### src/rtl/raster_scan_writer.sv
// Raster scan engine: sweeps a pixel window, pairs coverage answers with addr/colour, writes the framebuffer.
// Latency: first write FILL_LATENCY+2 cycles after accept; job_done FILL_LATENCY+2 cycles after the last pixel.
// Backpressure: none downstream; one job at a time, job_ready only while idle.
// Build option: define RASTER_SCAN_BBOX_CLIP_EN to scan the job bounding box instead of the full frame.
//
// Per-job cycle budget, counted from the accept cycle:
//   1 accept cycle, N scan cycles, then FILL_LATENCY+2 drain cycles.
//   The first FILL_LATENCY+1 drain cycles retire the last write slot.
//   The final drain cycle carries job_done, so a held job_valid is taken exactly one cycle after job_done.
module raster_scan_writer #(
    parameter int FRAME_WIDTH  = 512,
    parameter int FRAME_HEIGHT = 384,
    parameter int COORD_W      = 16,
    parameter int COLOR_W      = 16,
    parameter int FILL_LATENCY = 3,
    parameter int ADDR_W       = $clog2(FRAME_WIDTH * FRAME_HEIGHT)
) (
    input  logic               clk,
    input  logic               rst,
    input  logic               job_valid,
    output logic               job_ready,
    input  logic               job_clear,
    input  logic [COLOR_W-1:0] job_color,
    input  logic [COORD_W-1:0] job_xmin,
    input  logic [COORD_W-1:0] job_xmax,
    input  logic [COORD_W-1:0] job_ymin,
    input  logic [COORD_W-1:0] job_ymax,
    output logic               scan_valid,
    output logic [COORD_W-1:0] scan_x,
    output logic [COORD_W-1:0] scan_y,
    input  logic               cover_in,
    output logic               wr_en,
    output logic [ADDR_W-1:0]  wr_addr,
    output logic [COLOR_W-1:0] wr_data,
    output logic               busy,
    output logic               job_done
);

    localparam int DRAIN_CYCLES = FILL_LATENCY + 2;
    localparam int DCW          = $clog2(DRAIN_CYCLES + 1);
    localparam logic [ADDR_W-1:0] FW_A = ADDR_W'(FRAME_WIDTH);

    typedef enum logic [1:0] {
        IDLE  = 2'd0,
        SCAN  = 2'd1,
        DRAIN = 2'd2
    } state_t;

    state_t state, state_nxt;

    logic [COORD_W-1:0] x, y, x0, x1, y0, y1;
    logic [COLOR_W-1:0] color;
    logic               clr;
    logic [DCW-1:0]     drain_cnt;
    logic               drain_last;
    logic               accept;
    logic               last_pixel;

    // Scan window derived from the offered job; only captured on accept.
    logic [COORD_W-1:0] wx0, wx1, wy0, wy1;
    logic               win_empty;

`ifdef RASTER_SCAN_BBOX_CLIP_EN
    localparam logic [COORD_W-1:0] XLIM = COORD_W'(FRAME_WIDTH - 1);
    localparam logic [COORD_W-1:0] YLIM = COORD_W'(FRAME_HEIGHT - 1);

    // Clamp the inclusive bounding box to the frame; an inverted result means nothing to scan.
    always_comb begin
        wx0       = job_xmin;
        wy0       = job_ymin;
        wx1       = (job_xmax > XLIM) ? XLIM : job_xmax;
        wy1       = (job_ymax > YLIM) ? YLIM : job_ymax;
        win_empty = (wx0 > wx1) || (wy0 > wy1);
    end
`else
    logic unused_bbox;

    // Full-frame sweep; the bounding-box inputs play no part in this build.
    always_comb begin
        wx0       = '0;
        wy0       = '0;
        wx1       = COORD_W'(FRAME_WIDTH - 1);
        wy1       = COORD_W'(FRAME_HEIGHT - 1);
        win_empty = 1'b0;
    end

    assign unused_bbox = ^{job_xmin, job_xmax, job_ymin, job_ymax};
`endif

    assign accept     = (state == IDLE) && job_valid;
    assign last_pixel = (x == x1) && (y == y1);
    assign drain_last = (drain_cnt == DCW'(DRAIN_CYCLES - 1));
    assign scan_x     = x;
    assign scan_y     = y;

    // State register.
    always_ff @(posedge clk) begin
        if (rst) begin
            state <= IDLE;
        end else begin
            state <= state_nxt;
        end
    end

    // Next-state and handshake/status outputs.
    always_comb begin
        state_nxt  = state;
        job_ready  = 1'b0;
        busy       = 1'b0;
        scan_valid = 1'b0;
        job_done   = 1'b0;
        case (state)
            IDLE: begin
                job_ready = 1'b1;
                if (job_valid) begin
                    state_nxt = win_empty ? DRAIN : SCAN;
                end
            end
            SCAN: begin
                busy       = 1'b1;
                scan_valid = 1'b1;
                if (last_pixel) begin
                    state_nxt = DRAIN;
                end
            end
            DRAIN: begin
                busy = 1'b1;
                if (drain_last) begin
                    job_done  = 1'b1;
                    state_nxt = IDLE;
                end
            end
            default: state_nxt = IDLE;
        endcase
    end

    // Job capture, raster walk (x fastest, wrapping to x0) and drain timer.
    always_ff @(posedge clk) begin
        if (rst) begin
            x         <= '0;
            y         <= '0;
            x0        <= '0;
            x1        <= '0;
            y0        <= '0;
            y1        <= '0;
            color     <= '0;
            clr       <= 1'b0;
            drain_cnt <= '0;
        end else begin
            if (accept) begin
                x0    <= wx0;
                x1    <= wx1;
                y0    <= wy0;
                y1    <= wy1;
                x     <= wx0;
                y     <= wy0;
                color <= job_color;
                clr   <= job_clear;
            end else if (state == SCAN) begin
                if (x == x1) begin
                    x <= x0;
                    if (y != y1) begin
                        y <= y + 1'b1;
                    end
                end else begin
                    x <= x + 1'b1;
                end
            end
            if (state == DRAIN) begin
                drain_cnt <= drain_cnt + 1'b1;
            end else begin
                drain_cnt <= '0;
            end
        end
    end

    // Alignment pipeline: the tail stage holds the pixel whose coverage is on cover_in this cycle.
    logic [ADDR_W-1:0]       issue_addr;
    logic [FILL_LATENCY-1:0] pv;
    logic [FILL_LATENCY-1:0] pc;
    logic [ADDR_W-1:0]       pa [FILL_LATENCY];
    logic [COLOR_W-1:0]      pd [FILL_LATENCY];
    logic                    wr_hit;

    assign issue_addr = ADDR_W'(y) * FW_A + ADDR_W'(x);
    assign wr_hit     = pv[FILL_LATENCY-1] && (pc[FILL_LATENCY-1] || cover_in);

    // Delay line for valid/clear/address/colour; reset empties it so an aborted job writes nothing.
    always_ff @(posedge clk) begin
        if (rst) begin
            pv <= '0;
            pc <= '0;
            for (int i = 0; i < FILL_LATENCY; i++) begin
                pa[i] <= '0;
                pd[i] <= '0;
            end
        end else begin
            pv[0] <= scan_valid;
            pc[0] <= clr;
            pa[0] <= issue_addr;
            pd[0] <= color;
            for (int i = 1; i < FILL_LATENCY; i++) begin
                pv[i] <= pv[i-1];
                pc[i] <= pc[i-1];
                pa[i] <= pa[i-1];
                pd[i] <= pd[i-1];
            end
        end
    end

    // Registered framebuffer write port; data is forced to zero on empty slots.
    always_ff @(posedge clk) begin
        if (rst) begin
            wr_en   <= 1'b0;
            wr_addr <= '0;
            wr_data <= '0;
        end else begin
            wr_en   <= wr_hit;
            wr_addr <= pa[FILL_LATENCY-1];
            wr_data <= wr_hit ? pd[FILL_LATENCY-1] : '0;
        end
    end

endmodule

### config.mk
export PLATFORM = sky130hd
export DESIGN_NAME = raster_scan_writer
export DESIGN_NICKNAME = d
export VERILOG_FILES = /design/src/rtl/raster_scan_writer.sv
export SDC_FILE = /design/constraint.sdc
export NUM_CORES = 1
export LEC_CHECK = 0
export BUFFER_PORTS_ARGS = -buffer_cell sky130_fd_sc_hd__buf_2
export CAP_MARGIN = 20
export CORE_MARGIN = 8
export CORE_UTILIZATION = 53
export DETAILED_ROUTE_END_ITERATION = 10
export PLACE_DENSITY = 0.88
export SETUP_SLACK_MARGIN = 0.2
export SYNTH_ARGS = -nofsm -noshare
export SYNTH_HDL_FRONTEND = slang
export SYNTH_SLANG_ARGS = --single-unit
### constraint.sdc
create_clock -name clk -period 2.3 [get_ports clk]
set_input_delay 0.23 -clock clk [delete_from_list [all_inputs] [get_ports clk]]
set_output_delay 0.23 -clock clk [all_outputs]
set_load 0.01 [all_outputs]
==> impl_metrics.env, run 1 <==
export IMPL_p_leak_nw=3.39
export IMPL_ant_nets=0
export IMPL_clk_pin_slew_ns=0.07
export IMPL_core_area_um2=12600
export IMPL_slew_violations=0
export IMPL_fmax_mhz=497
export IMPL_first_global_vias=4568
export IMPL_grt_usage=0.161
export IMPL_holdCritStartpoint="job_color[5]"
export IMPL_clk_latency_ns=0.42
export IMPL_instances_no_fill=941
export IMPL_crit_start="scan_x[9]$_SDFFE_PP0P_"
export IMPL_cts_inserted_buffers=17
export IMPL_n_antenna_cell=0
export IMPL_syn_inst=668
export IMPL_ys_flop_type="dfxtp_1"
export IMPL_endpoint_kind="flip-flop"
export IMPL_setup_violations=0
export IMPL_routed_via_density=5.06
export IMPL_r2r_worst_path_cells=7
export IMPL_cp_arrival_ns=2.32
export IMPL_num_rows=41
export IMPL_routed_wl_um=12800
export IMPL_clock_tree_root_cell="clkbuf_16"
export IMPL_synth_edf_count=0
export IMPL_hold_depth=3
export IMPL_clk_path_buf_depth=2
export IMPL_r2r_start="scan_x[9]$_SDFFE_PP0P_"
export IMPL_hold_buffers=0
export IMPL_finalHoldViolations=0
export IMPL_synthArstFlopShare=0
export IMPL_required_ns=2.60
export IMPL_cts_htree_levels=4
export IMPL_final_nets=857
export IMPL_drive_above_1_share=0.209
export IMPL_vias=4762
export IMPL_syn_to_final_growth_pct=18.2
export IMPL_die_x_um=130
export IMPL_place_port_buffers=91
export IMPL_fin_crit_sh=0.874
export IMPL_grt_start_max_net_pins=58
export IMPL_drc_errors=0
export IMPL_dieHeight_um=130
export IMPL_min_path_type="in2reg"
export IMPL_dpl_cell_count=909
export IMPL_fin_skew_ns=0.0102
export IMPL_period_needed_ns=2.01
export IMPL_worstSetupStartpointType="flip-flop"
export IMPL_dpl_hpwl_um=8510
export IMPL_rsz0062_at_grt="false"
export IMPL_ios=156
export IMPL_synth_area_um2=6850
export IMPL_drtIter0Drc=318
export IMPL_max_cap_violations=0
export IMPL_powerDensity_nw_per_um2=922
export IMPL_ys_warn_count=0
export IMPL_critPathKind="reg2reg"
export IMPL_antenna_found_initial=0
export IMPL_cp_cell_sequence="ha_2, fa_2, a21o_1, a21oi_2, nor2b_1, o211ai_1, mux2_4"
export IMPL_grt_pass1_wl_um=21500
export IMPL_ys_types=54
export IMPL_ir_worst_vdd_uv=518
export IMPL_cp_max_fo=8
export IMPL_die_area_um2=16800
export IMPL_cts_sinks=198
export IMPL_synth_seq_cells=198
export IMPL_cts_tree="done"
export IMPL_slew_headroom=0.585
export IMPL_place_congestion=0.942
export IMPL_tightest_slew_ns=0.622
export IMPL_synth_avg_cell_area_um2=10.2
export IMPL_fill_cells=991
export IMPL_finalPower_w=0.00746
export IMPL_cpMaxStageDelayCell="dfxtp_4"
export IMPL_synth_nets=768
export IMPL_ys_seq_area_frac=0.579
export IMPL_wl_per_cell_um=13.6
export IMPL_layout_common_cells="dfxtp_1, nor2b_1, buf_2"
export IMPL_start_util=0.542
export IMPL_dr_pass1_iters=5
export IMPL_tns_ns=0
export IMPL_grt_overflow=0
export IMPL_status="complete, no violations"
export IMPL_r2r_slack_ns=0.29
export IMPL_max_stage_delay_ns=0.38
export IMPL_final_common_cell="dfxtp_1"
==> path summary, 6_finish.rpt <==
path                            end
max            pa[0][17]$_SDFF_PP0_
min           color[5]$_SDFFE_PP0P_
max reg2reg    pa[0][17]$_SDFF_PP0_
min reg2reg  wr_data[14]$_SDFF_PP0_
==> per-layer routing <==
layer  track usage  up-vias  wire (µm)  part of all wire
li1              -     2411          -                 -
met1         0.195     2142       5520              0.43
met2         0.255      186       6020              0.47
met3        0.0518       23        994             0.078
met4        0.0751        0        283             0.022
met5             0        -          0                 0
==> metrics by stage <==
stage               hold WS, ns  setup WS, ns  cell area [µm²]   util
floorplan                 0.366         0.208             6850      -
global placement          0.408         0.166             7440  0.590
detailed placement        0.413         0.135             7440  0.590
CTS                      0.0274         0.202             8050  0.638
global route             0.0285         0.174             8090  0.641
finish                   0.0406         0.289             8090  0.641
==> final cells by class <==
| type | instances | area [µm²] | area share |
|---|---|---|---|
| multi-input cells | 421 | 2680 | 0.331 |
| flip-flops and latches | 198 | 3970 | 0.491 |
| inverters | 10 | 37.5 | 0.00464 |
| clock buffers | 20 | 457 | 0.0564 |
| repair buffers | 109 | 593 | 0.0733 |
| clock inverters | 11 | 136 | 0.0169 |
| well taps | 172 | 215 | 0.0266 |
==> worst max-delay path, delay by kind of cell (launching register included) <==
family / cells / cell delay (ns)
adders and majority gates: 2 / 0.55
AOI/OAI and AO/OA: 3 / 0.55
muxes: 1 / 0.32
and+or+nand+nor: 1 / 0.09
DFF: 1 / 0.38
==> sequential cells by signal, summed over array words and instances, names as in the netlist <==
name,count
y1,1
pv,3
pc,3
scan_y,16
clr,1
drain_cnt,3
wr_en,1
pa,54
color,16
wr_data,16
wr_addr,18
state,2
pd,48
scan_x,16
==> power by group <==
group	internal [W]	switching, W	leakage, nW
Combinational	0.000335	0.000571	1.50
Sequential	0.00357	0.0000624	1.60
Clock	0.00168	0.00125	0.285
Total	0.00558	0.00188	3.39
==> cells by family (layout without fill, tap and decap cells) <==
group,Yosys count,in the layout,share of synthesized area
buf+inv,49,150,0.0351
xor+xnor,20,20,0.0256
simple gates,309,309,0.259
fa+ha+maj,15,15,0.0285
mux,3,3,0.00457
flops,198,198,0.579
compound gates,74,74,0.0682
==> cells in the mapped netlist, types with 2 or more instances <==
cell type    n  share of area
dfxtp_1    198           0.58
nor2b_1    119           0.11
nand2_1     47          0.026
a21oi_1     38          0.028
nor2_1      36          0.020
clkbuf_1    25          0.014
and2_1      17          0.016
nand4_1     15          0.014
ha_1        14          0.026
nand3_1     14          0.010
xnor2_1     12          0.015
and3_1      11          0.010
buf_4       11          0.012
or4_1       11          0.012
inv_1       10         0.0055
o21ai_0      9         0.0066
xor2_1       8          0.010
o31ai_1      7         0.0077
or3_1        7         0.0064
nor3_1       5         0.0037
nor4_1       5         0.0046
nand2b_1     4         0.0037
nor3b_1      4         0.0044
a211oi_1     3         0.0033
a21o_1       3         0.0033
nand3b_1     3         0.0033
buf_6        2         0.0033
mux2i_1      2         0.0029
o31a_1       2         0.0026
o41ai_1      2         0.0026
==> timing repair <==
item                       4_1_cts  5_1_grt
setup endpoints to repair        6       13
setup buffers                    0        1
resized for setup                4       10
pin swaps                        1        2
Power figures use the tool's default switching activity.
==> run 2, diff against run 1 <==
- ABC_AREA: unset -> 1
- PLACE_DENSITY: 0.88 -> 0.87
==> impl_metrics.env, run 2 <==
export IMPL_status="complete, no violations"
export IMPL_setup_violations=0
export IMPL_largest_register="pa"
export IMPL_grt_overflow=0
export IMPL_worstSetupStartpointType="flip-flop"
export IMPL_n_antenna_cell=0
export IMPL_cp_max_fo=7
export IMPL_crit_family="adder cells"
export IMPL_critPathKind="reg2reg"
export IMPL_synth_edf_count=0
export IMPL_slew_violations=0
export IMPL_place_port_buffers=91
export IMPL_cts_resized=0
export IMPL_tightest_slew_ns=0.652
export IMPL_final_nets=1035
export IMPL_cpMaxStageDelayCell="fa_1"
export IMPL_rsz0062_at_grt="false"
export IMPL_dpl_cell_area_um2=7510
export IMPL_fin_skew_ns=0.00658
export IMPL_first_global_vias=4511
export IMPL_synth_avg_cell_area_um2=8.14
export IMPL_yosys_area_top_type_share=0.570
export IMPL_clk_pin_slew_ns=0.07
export IMPL_max_cap_violations=0
export IMPL_die_area_um2=17000
export IMPL_fmax_mhz=544
export IMPL_cts_sinks=198
export IMPL_min_path_type="in2reg"
export IMPL_layout_common_cells="dfxtp_1, nor2_1, inv_1"
export IMPL_ys_top_cells_by_area="dfxtp_1, nor2_1, inv_1"
export IMPL_postCtsSetupBuffers=0
export IMPL_clk_latency_ns=0.43
export IMPL_place_congestion=0.849
export IMPL_largest_register_ffs=54
export IMPL_cp_arrival_ns=2.20
export IMPL_top_regs="pa: 54 flops, pd: 48 flops, wr_addr: 18 flops"
export IMPL_fin_area_um2=8090
export IMPL_finalHoldViolations=0
export IMPL_syn_inst=854
export IMPL_cp_cell_sequence="ha_1, fa_1, nand3_1, nand2_1, nand2_1, nand2_1, a21oi_1, o21ai_0, a21oi_1"
export IMPL_clock_tree_root_cell="clkbuf_16"
export IMPL_clk_path_buf_depth=2
export IMPL_vias=4958
export IMPL_synthArstFlopShare=0
export IMPL_synth_seq_cells=198
export IMPL_ys_seq_area_frac=0.570
export IMPL_final_common_cell="dfxtp_1"
export IMPL_antenna_found_initial=0
export IMPL_die_x_um=131
export IMPL_powerDensity_nw_per_um2=907
export IMPL_tns_ns=0
export IMPL_required_ns=2.66
export IMPL_start_util=0.534
export IMPL_cts_tree="done"
export IMPL_ios=156
export IMPL_ant_nets=0
export IMPL_synth_commonest_cells="dfxtp_1, nor2_1, inv_1, nand2_1, a21oi_1"
export IMPL_dr_pass1_iters=5
export IMPL_cp_num_buf_inv=0
export IMPL_wl_per_cell_um=11.5
export IMPL_dpl_hpwl_um=8750
export IMPL_fin_crit_sh=0.800
export IMPL_ys_types=35
export IMPL_routed_wl_um=12900
export IMPL_syn_to_final_growth_pct=16.3
export IMPL_max_stage_delay_ns=0.40
export IMPL_dieHeight_um=131
export IMPL_period_needed_ns=1.84
export IMPL_ir_worst_vdd_uv=529
export IMPL_drtIter0Drc=306
export IMPL_hold_buffers=0
export IMPL_netlist_top_cell_by_area="dfxtp_1"
export IMPL_crit_top_cell="nand2_1"
export IMPL_endpoint_kind="flip-flop"
export IMPL_grt_pass1_wl_um=21100
export IMPL_drive_above_1_share=0.153
export IMPL_drc_errors=0
export IMPL_synth_area_um2=6960
export IMPL_slew_headroom=0.565
export IMPL_routed_via_density=4.41
export IMPL_grt_usage=0.158
export IMPL_core_area_um2=13000
export IMPL_num_rows=42
export IMPL_p_leak_nw=3.47
export IMPL_ys_flop_type="dfxtp_1"
export IMPL_cts_htree_levels=4
export IMPL_grt_start_max_net_pins=120
export IMPL_synth_nets=954
export IMPL_cts_inserted_buffers=17
export IMPL_yosysMostFrequentCell="dfxtp_1"
export IMPL_ys_warn_count=0
run 2: cell count changes in the layout (fill, tap and decap cells not counted), moves of 8 or more:
| cell | before | now |
|---|---|---|
| nand4_1 | 15 | 5 |
| and3_1 | 10 | 0 |
| nor2b_1 | 119 | 0 |
| o21ai_0 | 9 | 28 |
| or4_1 | 11 | 0 |
| a21oi_1 | 37 | 47 |
| nand3_1 | 14 | 22 |
| nor2_1 | 36 | 191 |
| nand2_1 | 47 | 89 |
| inv_1 | 10 | 171 |
| buf_4 | 19 | 6 |
| and2_1 | 17 | 0 |
run 2: final cells by class:
cell class / count / area, µm²
well taps: 176 / 220
flip-flops and latches: 198 / 3960
repair buffers: 97 / 515
inverters: 175 / 659
multi-input cells: 446 / 2150
clock buffers: 21 / 470
fillers: 1138 / 4940
clock inverters: 11 / 110
run 2: layer usage:
metal	wire, µm	GRT usage
met5	0	0
met4	316	0.0844
met3	1040	0.0601
met2	5970	0.241
met1	5610	0.190
run 2: where the power goes:
part           total [W]  internal, W  switching [W]  leakage, nW
logic           0.000777     0.000246       0.000531         1.59
registers        0.00370      0.00362      0.0000756         1.60
clock network    0.00286      0.00160        0.00126        0.283
total            0.00734      0.00547        0.00187         3.47
run 2: final timing paths:
kind | startpoint | to | slack (ns) | cells past startpoint
min | rst | wr_addr[0]$_SDFF_PP0_ | 0.05 | 2
max | scan_x[9]$_SDFFE_PP0P_ | pa[0][15]$_SDFF_PP0_ | 0.46 | 9
min reg2reg | pd[0][8]$_SDFF_PP0_ | pd[1][8]$_SDFF_PP0_ | 0.40 | 2
max reg2reg | scan_x[9]$_SDFFE_PP0P_ | pa[0][15]$_SDFF_PP0_ | 0.46 | 9
run 2: logic make-up after synthesis:
| logic type | share of synthesized area |
|---|---|
| buffers and inverters | 0.121 |
| xor gates and xnor gates | 0.0214 |
| and+or+nand+nor | 0.197 |
| AOI/OAI and AO/OA | 0.0622 |
| DFF | 0.570 |
| adders and majority gates | 0.0281 |
run 2: metrics by stage:
step | setup WS [ns] | cells | hold slack [ns] | power [W] | util
detailed placement | 0.525 | 1092 | 0.392 | 0.00454 | 0.576
global route | 0.261 | 1124 | 0.0620 | 0.00767 | 0.621
CTS | 0.489 | 1124 | 0.0441 | 0.00740 | 0.621
floorplan | 0.565 | 854 | 0.388 | 0.00432 | -
finish | 0.461 | 1124 | 0.0548 | 0.00734 | 0.621
global placement | 0.544 | 1092 | 0.390 | 0.00451 | 0.576
==> run 3, diff against run 2 <==
- clock period: 2.3 -> 1.88 ns (I/O delays scaled with it)
==> impl_metrics.env, run 3 (synthesized netlist as in run 2, its figures left out) <==
export IMPL_status="complete, no violations"
export IMPL_dieHeight_um=131
export IMPL_cpMaxStageDelayCell="dfxtp_1"
export IMPL_rr_endpoint="pa[0][15]$_SDFF_PP0_"
export IMPL_hold_depth=2
export IMPL_r2r_start="scan_y[3]$_SDFFE_PP0P_"
export IMPL_vias=5131
export IMPL_clk_pin_slew_ns=0.07
export IMPL_largest_register="pa"
export IMPL_grt_pass1_wl_um=21700
export IMPL_setup_violations=0
export IMPL_routed_via_density=4.51
export IMPL_first_global_vias=4605
export IMPL_rsz0062_at_grt="true"
export IMPL_routed_wl_um=13900
export IMPL_regArea_um2=3990
export IMPL_final_nets=1048
export IMPL_multi_input_area_um2=2300
export IMPL_ios=156
export IMPL_cp_max_fo=5
export IMPL_fin_skew_ns=0.00495
export IMPL_core_area_um2=13000
export IMPL_wl_met2_um=6650
export IMPL_r2r_slack_ns=0.15
export IMPL_p_leak_nw=3.58
export IMPL_wl_met1_um=5900
export IMPL_finalHoldViolations=0
export IMPL_layout_common_cells="nor2_1, dfxtp_1, inv_1"
export IMPL_cts_tree="done"
export IMPL_min_path_type="in2reg"
export IMPL_clk_path_buf_depth=2
export IMPL_clk_latency_ns=0.43
export IMPL_top_regs="pa: 54 flops, pd: 48 flops, wr_addr: 18 flops"
export IMPL_tightest_slew_ns=0.689
export IMPL_required_ns=2.19
export IMPL_cts_sinks=198
export IMPL_die_x_um=131
export IMPL_cp_arrival_ns=2.04
export IMPL_ir_worst_vdd_uv=604
export IMPL_antenna_found_initial=0
export IMPL_wl_met3_um=1100
export IMPL_drc_errors=0
export IMPL_crit_start="scan_y[3]$_SDFFE_PP0P_"
export IMPL_fin_util=0.645
export IMPL_clock_tree_root_cell="clkbuf_16"
export IMPL_largest_register_ffs=54
export IMPL_instances_no_fill=1138
export IMPL_slew_violations=0
export IMPL_max_cap_violations=0
export IMPL_crit_family="compound AO/OA/AOI/OAI gates"
export IMPL_num_rows=42
export IMPL_grt_start_max_net_pins=120
export IMPL_critPathKind="reg2reg"
export IMPL_grt_overflow=0
export IMPL_endpoint_kind="flip-flop"
export IMPL_worstSetupStartpointType="flip-flop"
export IMPL_drive_above_1_share=0.205
export IMPL_cts_htree_levels=4
export IMPL_syn_to_final_growth_pct=20.9
export IMPL_fin_crit_sh=0.921
export IMPL_period_needed_ns=1.73
export IMPL_holdCritStartpoint="rst"
export IMPL_wl_per_cell_um=12.2
export IMPL_max_stage_delay_ns=0.42
export IMPL_dpl_cell_count=1098
export IMPL_powerDensity_nw_per_um2=1090
export IMPL_dpl_hpwl_um=8700
export IMPL_dr_max_layer_used="met4"
export IMPL_slew_headroom=0.540
export IMPL_place_port_buffers=91
export IMPL_grt_usage=0.163
export IMPL_drtIter0Drc=360
export IMPL_start_util=0.534
export IMPL_ant_nets=0
export IMPL_place_congestion=0.874
export IMPL_tns_ns=0
export IMPL_die_area_um2=17000
export IMPL_holdPathEnd="wr_addr[0]$_SDFF_PP0_"
export IMPL_dr_pass1_iters=5
export IMPL_cts_inserted_buffers=17
export IMPL_fill_cells=1054
export IMPL_r2r_worst_path_cells=8
export IMPL_fmax_mhz=577
export IMPL_cp_num_buf_inv=1
export IMPL_cp_cell_sequence="ha_1, a21oi_1, nand2_2, nand2_1, nand2_1, a21oi_2, buf_4, a21oi_1"
[run 3: how the worst max path moves through the flow]
stage / endpoint / slack (ns) / depth (start not counted)
floorplan: scan_y[3]$_SDFFE_PP0P_ / 0.20 / 8
CTS: scan_y[10]$_SDFFE_PP0P_ / 0.21 / 8
finish: pa[0][15]$_SDFF_PP0_ / 0.15 / 8
detailed placement: scan_y[10]$_SDFFE_PP0P_ / 0.15 / 10
global placement: scan_y[12]$_SDFFE_PP0P_ / 0.19 / 8
global route: state[1]$_SDFFE_PP0P_ / 0.10 / 12
[run 3: what timing repair did]
item	CTS	global route
resized for setup	11	47
endpoints found under the setup margin	22	24
hold buffers	0	0
pin swaps	1	9
buffers inserted	4	3
[run 3: layout make-up]
class	count	share of cell area
flip-flops and latches	198	0.475
multi-input cells	446	0.274
inverters	175	0.0796
repair buffers	110	0.0749
clock buffers	22	0.0576
well taps	176	0.0262
clock inverters	10	0.0129
diodes	1	0.000298
[run 3: where the power goes]
part | switching [W] | internal (W)
combinational | 0.000703 | 0.000373
sequential | 0.0000968 | 0.00443
clock | 0.00158 | 0.00201
total | 0.00238 | 0.00681
[run 3: metal layers]
| metal | vias up | global-route usage |
|---|---|---|
| met5 | - | 0 |
| met4 | 0 | 0.0635 |
| met3 | 26 | 0.0601 |
| met2 | 136 | 0.259 |
| met1 | 2242 | 0.196 |
| li1 | 2727 | - |
[run 3: through the flow]
stage                     hold WS, ns  total power (W)  instance area, µm²  worst slack [ns]
after detailed placement        0.392          0.00557                7560             0.145
after floorplan                 0.373          0.00529                6960             0.202
after global placement          0.390          0.00554                7560             0.188
after global routing           0.0125          0.00958                8410             0.103
final                          0.0214          0.00919                8410             0.148
after CTS                     0.00617          0.00917                8210             0.210
